==> config.mk <==
export PLATFORM = sky130hd
export DESIGN_NAME = ex_mem_branch_stage
export DESIGN_NICKNAME = d
export VERILOG_FILES = /design/src/rtl/ex_mem_branch_stage.sv
export SDC_FILE = /design/constraint.sdc
export NUM_CORES = 1
export LEC_CHECK = 0
export BUFFER_PORTS_ARGS = -buffer_cell sky130_fd_sc_hd__buf_4
export CAP_MARGIN = 0
export CORE_ASPECT_RATIO = 0.5
export CORE_MARGIN = 2
export CORE_UTILIZATION = 48
export CTS_CLUSTER_SIZE = 10
export DETAILED_ROUTE_END_ITERATION = 7
export PLACE_DENSITY = 0.78
export SKIP_CTS_REPAIR_TIMING = 1
export SLEW_MARGIN = 30
export SYNTH_ARGS = -nofsm -noshare
export SYNTH_HDL_FRONTEND = slang
export SYNTH_SLANG_ARGS = --single-unit
==> constraint.sdc <==
create_clock -name clk -period 2.4 [get_ports clk]
set_input_delay 0.24 -clock clk [delete_from_list [all_inputs] [get_ports clk]]
set_output_delay 0.24 -clock clk [all_outputs]
set_load 0.02 [all_outputs]
==> src/rtl/ex_mem_branch_stage.sv <==
// ---------------------------------------------------------------------------
// ex_mem_branch_stage
//
// EX/MEM pipeline register of the RV32I pipeline, directly after the ALU.
// Captures the ALU result and flags together with the EX control bundle.
// Resolves conditional branches, JAL and JALR, and issues a one-shot redirect
// to the front end. It also squashes the single wrong-path instruction that
// follows a taken transfer into this stage.
//
// Ports:
//   clk, rst_n                 clock, asynchronous active-low reset
//   stall_i                    hold all registered state (MEM backpressure)
//   flush_i                    trap flush: load a bubble (beats stall_i)
//   valid_i                    EX slot holds a real instruction
//   alu_out_i, zero/sf/cf/vf_i ALU result and flags (A + ~B + 1 path)
//   rs2_data_i, pc_i, imm_i    store data, EX PC, sign-extended immediate
//   rd_i, funct3_i             destination register, branch/memory funct3
//   branch_i, jal_i, jalr_i    control-transfer class
//   mem_read_i .. mem_to_reg_i downstream control
//   valid_o .. mem_to_reg_o    registered MEM slot (control gated by valid)
//   redirect_o, redirect_pc_o  one-cycle redirect pulse and its target
//   misalign_o                 taken target has bit 1 set
//   taken_cnt_o                number of redirects issued (wraps)
// ---------------------------------------------------------------------------
module ex_mem_branch_stage #(
    parameter int N = 32
) (
    input  logic         clk,
    input  logic         rst_n,
    input  logic         stall_i,
    input  logic         flush_i,
    input  logic         valid_i,
    input  logic [N-1:0] alu_out_i,
    input  logic         zero_i,
    input  logic         sf_i,
    input  logic         cf_i,
    input  logic         vf_i,
    input  logic [N-1:0] rs2_data_i,
    input  logic [N-1:0] pc_i,
    input  logic [N-1:0] imm_i,
    input  logic [4:0]   rd_i,
    input  logic [2:0]   funct3_i,
    input  logic         branch_i,
    input  logic         jal_i,
    input  logic         jalr_i,
    input  logic         mem_read_i,
    input  logic         mem_write_i,
    input  logic         reg_write_i,
    input  logic         mem_to_reg_i,
    output logic         valid_o,
    output logic [N-1:0] result_o,
    output logic [N-1:0] rs2_data_o,
    output logic [4:0]   rd_o,
    output logic [2:0]   funct3_o,
    output logic         mem_read_o,
    output logic         mem_write_o,
    output logic         reg_write_o,
    output logic         mem_to_reg_o,
    output logic         redirect_o,
    output logic [N-1:0] redirect_pc_o,
    output logic         misalign_o,
    output logic [31:0]  taken_cnt_o
);

    // Registered state
    logic         valid_q,       valid_d;
    logic [N-1:0] result_q,      result_d;
    logic [N-1:0] rs2_data_q,    rs2_data_d;
    logic [4:0]   rd_q,          rd_d;
    logic [2:0]   funct3_q,      funct3_d;
    logic         mem_read_q,    mem_read_d;
    logic         mem_write_q,   mem_write_d;
    logic         reg_write_q,   reg_write_d;
    logic         mem_to_reg_q,  mem_to_reg_d;
    logic         redirect_q,    redirect_d;
    logic [N-1:0] redirect_pc_q, redirect_pc_d;
    logic         misalign_q,    misalign_d;
    logic [31:0]  taken_cnt_q,   taken_cnt_d;
    logic         kill_pending_q, kill_pending_d;
    logic         redirect_done_q, redirect_done_d;

    // Branch resolution
    logic         predicate;
    logic         take;
    logic [N-1:0] target;

    // NOTE: every signal assigned in an always_comb gets a default first, so no
    // path through the block leaves it unassigned and no latch is inferred.
    always_comb begin
        predicate = 1'b0;
        unique case (funct3_i)
            3'b000:  predicate = zero_i;          // BEQ
            3'b001:  predicate = ~zero_i;         // BNE
            3'b100:  predicate = sf_i ^ vf_i;     // BLT
            3'b101:  predicate = ~(sf_i ^ vf_i);  // BGE
            3'b110:  predicate = ~cf_i;           // BLTU
            3'b111:  predicate = cf_i;            // BGEU
            default: predicate = 1'b0;            // 010/011 never branch
        endcase

        take = valid_i & (jal_i | jalr_i | (branch_i & predicate));

        // JALR clears bit 0 of the computed address; sums wrap mod 2^N.
        if (jalr_i) begin
            target = {alu_out_i[N-1:1], 1'b0};
        end else begin
            target = pc_i + imm_i;
        end
    end

    always_comb begin
        // Default: hold everything (this is also the stall behaviour).
        valid_d         = valid_q;
        result_d        = result_q;
        rs2_data_d      = rs2_data_q;
        rd_d            = rd_q;
        funct3_d        = funct3_q;
        mem_read_d      = mem_read_q;
        mem_write_d     = mem_write_q;
        reg_write_d     = reg_write_q;
        mem_to_reg_d    = mem_to_reg_q;
        redirect_d      = redirect_q;
        redirect_pc_d   = redirect_pc_q;
        misalign_d      = misalign_q;
        taken_cnt_d     = taken_cnt_q;
        kill_pending_d  = kill_pending_q;
        redirect_done_d = redirect_done_q;

        if (flush_i || (!stall_i && kill_pending_q)) begin
            // Bubble: either a trap flush or the squashed wrong-path slot.
            valid_d         = 1'b0;
            result_d        = '0;
            rs2_data_d      = '0;
            rd_d            = '0;
            funct3_d        = '0;
            mem_read_d      = 1'b0;
            mem_write_d     = 1'b0;
            reg_write_d     = 1'b0;
            mem_to_reg_d    = 1'b0;
            redirect_d      = 1'b0;
            misalign_d      = 1'b0;
            kill_pending_d  = 1'b0;
            redirect_done_d = 1'b0;
        end else if (stall_i) begin
            // Registers hold, but once the pulse has been seen for one cycle it
            // is masked so a held redirect is not issued again.
            redirect_done_d = redirect_done_q | redirect_q;
        end else begin
            valid_d         = valid_i;
            result_d        = (jal_i | jalr_i) ? pc_i + N'(4) : alu_out_i;
            rs2_data_d      = rs2_data_i;
            rd_d            = rd_i;
            funct3_d        = funct3_i;
            mem_read_d      = mem_read_i   & valid_i;
            mem_write_d     = mem_write_i  & valid_i;
            reg_write_d     = reg_write_i  & valid_i;
            mem_to_reg_d    = mem_to_reg_i & valid_i;
            redirect_d      = take;
            redirect_pc_d   = target;
            misalign_d      = take & target[1];
            kill_pending_d  = take;
            redirect_done_d = 1'b0;
            if (take) begin
                taken_cnt_d = taken_cnt_q + 32'd1;
            end
        end
    end

    // NOTE: state registers use non-blocking assignments so every flop samples
    // the pre-edge value of its inputs regardless of statement order.
    always_ff @(posedge clk or negedge rst_n) begin
        if (!rst_n) begin
            valid_q         <= 1'b0;
            result_q        <= '0;
            rs2_data_q      <= '0;
            rd_q            <= '0;
            funct3_q        <= '0;
            mem_read_q      <= 1'b0;
            mem_write_q     <= 1'b0;
            reg_write_q     <= 1'b0;
            mem_to_reg_q    <= 1'b0;
            redirect_q      <= 1'b0;
            redirect_pc_q   <= '0;
            misalign_q      <= 1'b0;
            taken_cnt_q     <= '0;
            kill_pending_q  <= 1'b0;
            redirect_done_q <= 1'b0;
        end else begin
            valid_q         <= valid_d;
            result_q        <= result_d;
            rs2_data_q      <= rs2_data_d;
            rd_q            <= rd_d;
            funct3_q        <= funct3_d;
            mem_read_q      <= mem_read_d;
            mem_write_q     <= mem_write_d;
            reg_write_q     <= reg_write_d;
            mem_to_reg_q    <= mem_to_reg_d;
            redirect_q      <= redirect_d;
            redirect_pc_q   <= redirect_pc_d;
            misalign_q      <= misalign_d;
            taken_cnt_q     <= taken_cnt_d;
            kill_pending_q  <= kill_pending_d;
            redirect_done_q <= redirect_done_d;
        end
    end

    assign valid_o       = valid_q;
    assign result_o      = result_q;
    assign rs2_data_o    = rs2_data_q;
    assign rd_o          = rd_q;
    assign funct3_o      = funct3_q;
    assign mem_read_o    = mem_read_q;
    assign mem_write_o   = mem_write_q;
    assign reg_write_o   = reg_write_q;
    assign mem_to_reg_o  = mem_to_reg_q;
    assign redirect_o    = redirect_q & ~redirect_done_q;
    assign redirect_pc_o = redirect_pc_q;
    assign misalign_o    = misalign_q;
    assign taken_cnt_o   = taken_cnt_q;

endmodule

==> results.ini <==
[finish]
utilization_pct=71.11
n_antenna_cell=0
areaGrowthSynthToFinish_pct=44.72
fin_nets=1416
final-seq-area_mm2=0.003603
drive_gt1_share_pct=34.62
nFillCells=1285
multi_input_area_mm2=0.004284

[worst_setup_path]
slowest_delay_ps=410
crit_buf_inv=1
crit_chain=and4_1 > and3_4 > and4_4 > and3_4 > nand4_2 > or3_1 > buf_6 > nor2_4 > xor2_2
worst-endpoint-arrival_ps=2600
cpMaxStageDelayCell=or3_1
required_ps=2740
cp-start-kind=flip-flop
critical_path_class=flip-flop to flip-flop
critPathTopFamily=simple AND/OR/NAND/NOR gates
worst_setup_path_end_kind=flip-flop
cp_common_cell=and3_4
crit_fanout=7

[synthesis]
synth_top_area_cell=dfrtp_1
synth_edf_count=0
post_synth.cell_area_avg_um2=9.165
synthMuxAreaShare_pct=0.6354
synthXorXnorAreaFrac_pct=9.422
synth-compound-area-share_pct=19.98
syn_area_mm2=0.008074
ys_ff_latch=144
yosysSeqAreaShare_pct=44.63
synthFlopType=dfrtp_1
synth_area_leaders=dfrtp_1, nand2_1, o21ai_0, ha_1, a21oi_1
synth_top_family_by_area=compound AO/OA/AOI/OAI gates
synth-simple-area-share_pct=17.12
ys_types=59
synthAdderAreaFrac_pct=5.362
postSynth.asyncResetShare_pct=100.0
yosysTopAreaCellShare_pct=44.63
netlist_instances=881
syn_nets=1067
yosys_warnings=0

[routing]
antenna_left=0
drc=0
vias=8156
viasPerCell=5.552
first_pass_iters=8
drtIter0Drc=619
routedWlPerCell_um=18.16
routed_wl_mm=26.68

[grt]
antenna_found_initial=0
globalRouteOverflowTotal=0
grt_max_degree=63
grt_pass1_vias=7837
grt_pass1_wl_mm=41.10
grt_usage_pct=29.40

[sta]
period_share_pct=94.12
relSlewSlack_pct=60.58
max_freq_ghz=0.4427
setup_viol=0
fin_crit_ps=2259
finClkSkew_ps=9.030
hold_violations=0
maxSlewViolCount=0
worst_pin_slew_ps=591.3

[floorplanning]
io_pins=295
rows=33
start_util_pct=49.13
die_area_mm2=0.01794
dieHeight_um=95.71
die_x_um=187.4
core_area_mm2=0.01643

[pwr]
power_leakage_uw=0.005779
ir_worst_vdd_mv=0.5225
powerDensity_mw_per_mm2=654.7
fin_total_pwr_uw=7650

[outcome]
status=finished clean

[clock_tree]
h-tree-depth=4
cts_root_buf=clkbuf_16
clkTransAtPathRegs_ps=60
cts_tree=yes
cts_buffer_depth=2
numCtsBuffers=17
cts_num_sinks=144
worstSkewPairLatency_ps=420

[place]
io_buffer_count=294
dp_hpwl_mm=20.94
gp_congestion=0.9509

[min_path]
hold_class=input pin to flip-flop

[run]
max-cap-violations=0

==> routing by layer <==
layer  global-route usage [%]  wire [um]  vias up
li1                         -          -     3826
met1                    40.11      11690     3944
met2                    47.71      12410      333
met3                    5.213       1801       53
met4                    11.15        784        0
met5                        0          0        -
==> state kept, by name (all words and copies together), names as in the netlist <==
signal           cells
taken_cnt_o         32
mem_write_o          1
rd_o                 5
valid_o              1
result_o            32
redirect_pc_o       32
mem_read_o           1
funct3_o             3
redirect_done_q      1
reg_write_o          1
misalign_o           1
mem_to_reg_o         1
kill_pending_q       1
rs2_data_o          32
==> path summary, 6_finish.rpt <==
| path | from | endpoint | slack, ps | cells past startpoint |
|---|---|---|---|---|
| setup / recovery | taken_cnt_o[7] | taken_cnt_o[31] | 140 | 9 |
| hold / removal | rs2_data_i[18] | rs2_data_o[18] | 40 | 2 |
| setup reg to reg | taken_cnt_o[7] | taken_cnt_o[31] | 140 | 9 |
| hold reg to reg | result_o[9] | result_o[9] | 480 | 2 |
| max in group asynchronous | rst_n | taken_cnt_o[3] | 1270 | 3 |
| min in group asynchronous | rst_n | redirect_pc_o[5] | 380 | 2 |
==> cell usage after synthesis, drive strengths merged, types with 11 or more instances <==
cell type and count:
a21oi 80, a22o 45, and3 18, clkbuf 36, dfrtp 144, ha 33
inv 16, nand2 115, nand3 23, nand4 20, nor2 79, nor3 11
o21ai 83, xnor2 44, xor2 42
==> where the power goes <==
part | switching (uW) | internal (uW) | leakage [uW] | total (uW)
Clock | 1070 | 1650 | 0.000291 | 2720
Combinational | 1160 | 932 | 0.00359 | 2100
Sequential | 175 | 2660 | 0.00190 | 2830
==> cell type report <==
| type | count | area share (%) |
|---|---|---|
| clock buffer | 17 | 3.641 |
| timing repair buffer | 373 | 24.37 |
| inverter | 16 | 0.5140 |
| clock inverter | 14 | 1.542 |
| multi-input combinational | 678 | 36.66 |
| sequential | 144 | 30.84 |
| tap | 227 | 2.431 |
==> per-stage QoR <==
stage / hold slack (ps) / instance area, um^2 / TNS [ps] / instances / setup WS, ps
detailed placement: 258.5 / 11030 / -2026 / 1434 / -330.3
floorplan: -55.59 / 8088 / 0 / 881 / 5.514
global placement: 247.7 / 11030 / -1523 / 1434 / -289.0
CTS: -181.5 / 11640 / 0 / 1465 / 10.93
global route: 31.61 / 11690 / -10.45 / 1469 / -10.45
finish: 36.00 / 11690 / 0 / 1469 / 141.0
==> logic make-up after synthesis <==
group | Yosys count
xor gates and xnor gates | 86
adders and majority gates | 34
buffers and inverters | 59
DFF | 144
and+or+nand+nor | 295
AOI/OAI and AO/OA | 258
muxes | 5
==> layout by cell type, fill, tap and decap left out, types with 3 or more instances in the layout <==
cell type	netlist	final
a21o_1	9	9
a21oi_1	80	79
a22o_1	45	45
a31oi_1	5	5
a32o_1	4	4
and3_1	16	16
and4_1	6	5
buf_12	0	3
buf_4	0	367
bufinv_16	0	3
clkbuf_16	0	17
clkinv_4	0	3
dfrtp_1	144	144
ha_1	33	33
inv_1	16	16
inv_6	0	5
mux2i_1	4	4
nand2_1	115	115
nand2b_1	3	3
nand3_1	23	23
nand4_1	19	19
nor2_1	73	72
nor2_2	5	5
nor2b_1	7	6
nor3_1	10	9
o211ai_1	4	4
o21a_1	5	5
o21ai_0	83	81
o21bai_1	3	3
o22ai_1	3	3
or3_1	5	4
xnor2_1	44	44
xor2_1	41	41
Power figures use the tool's default switching activity.
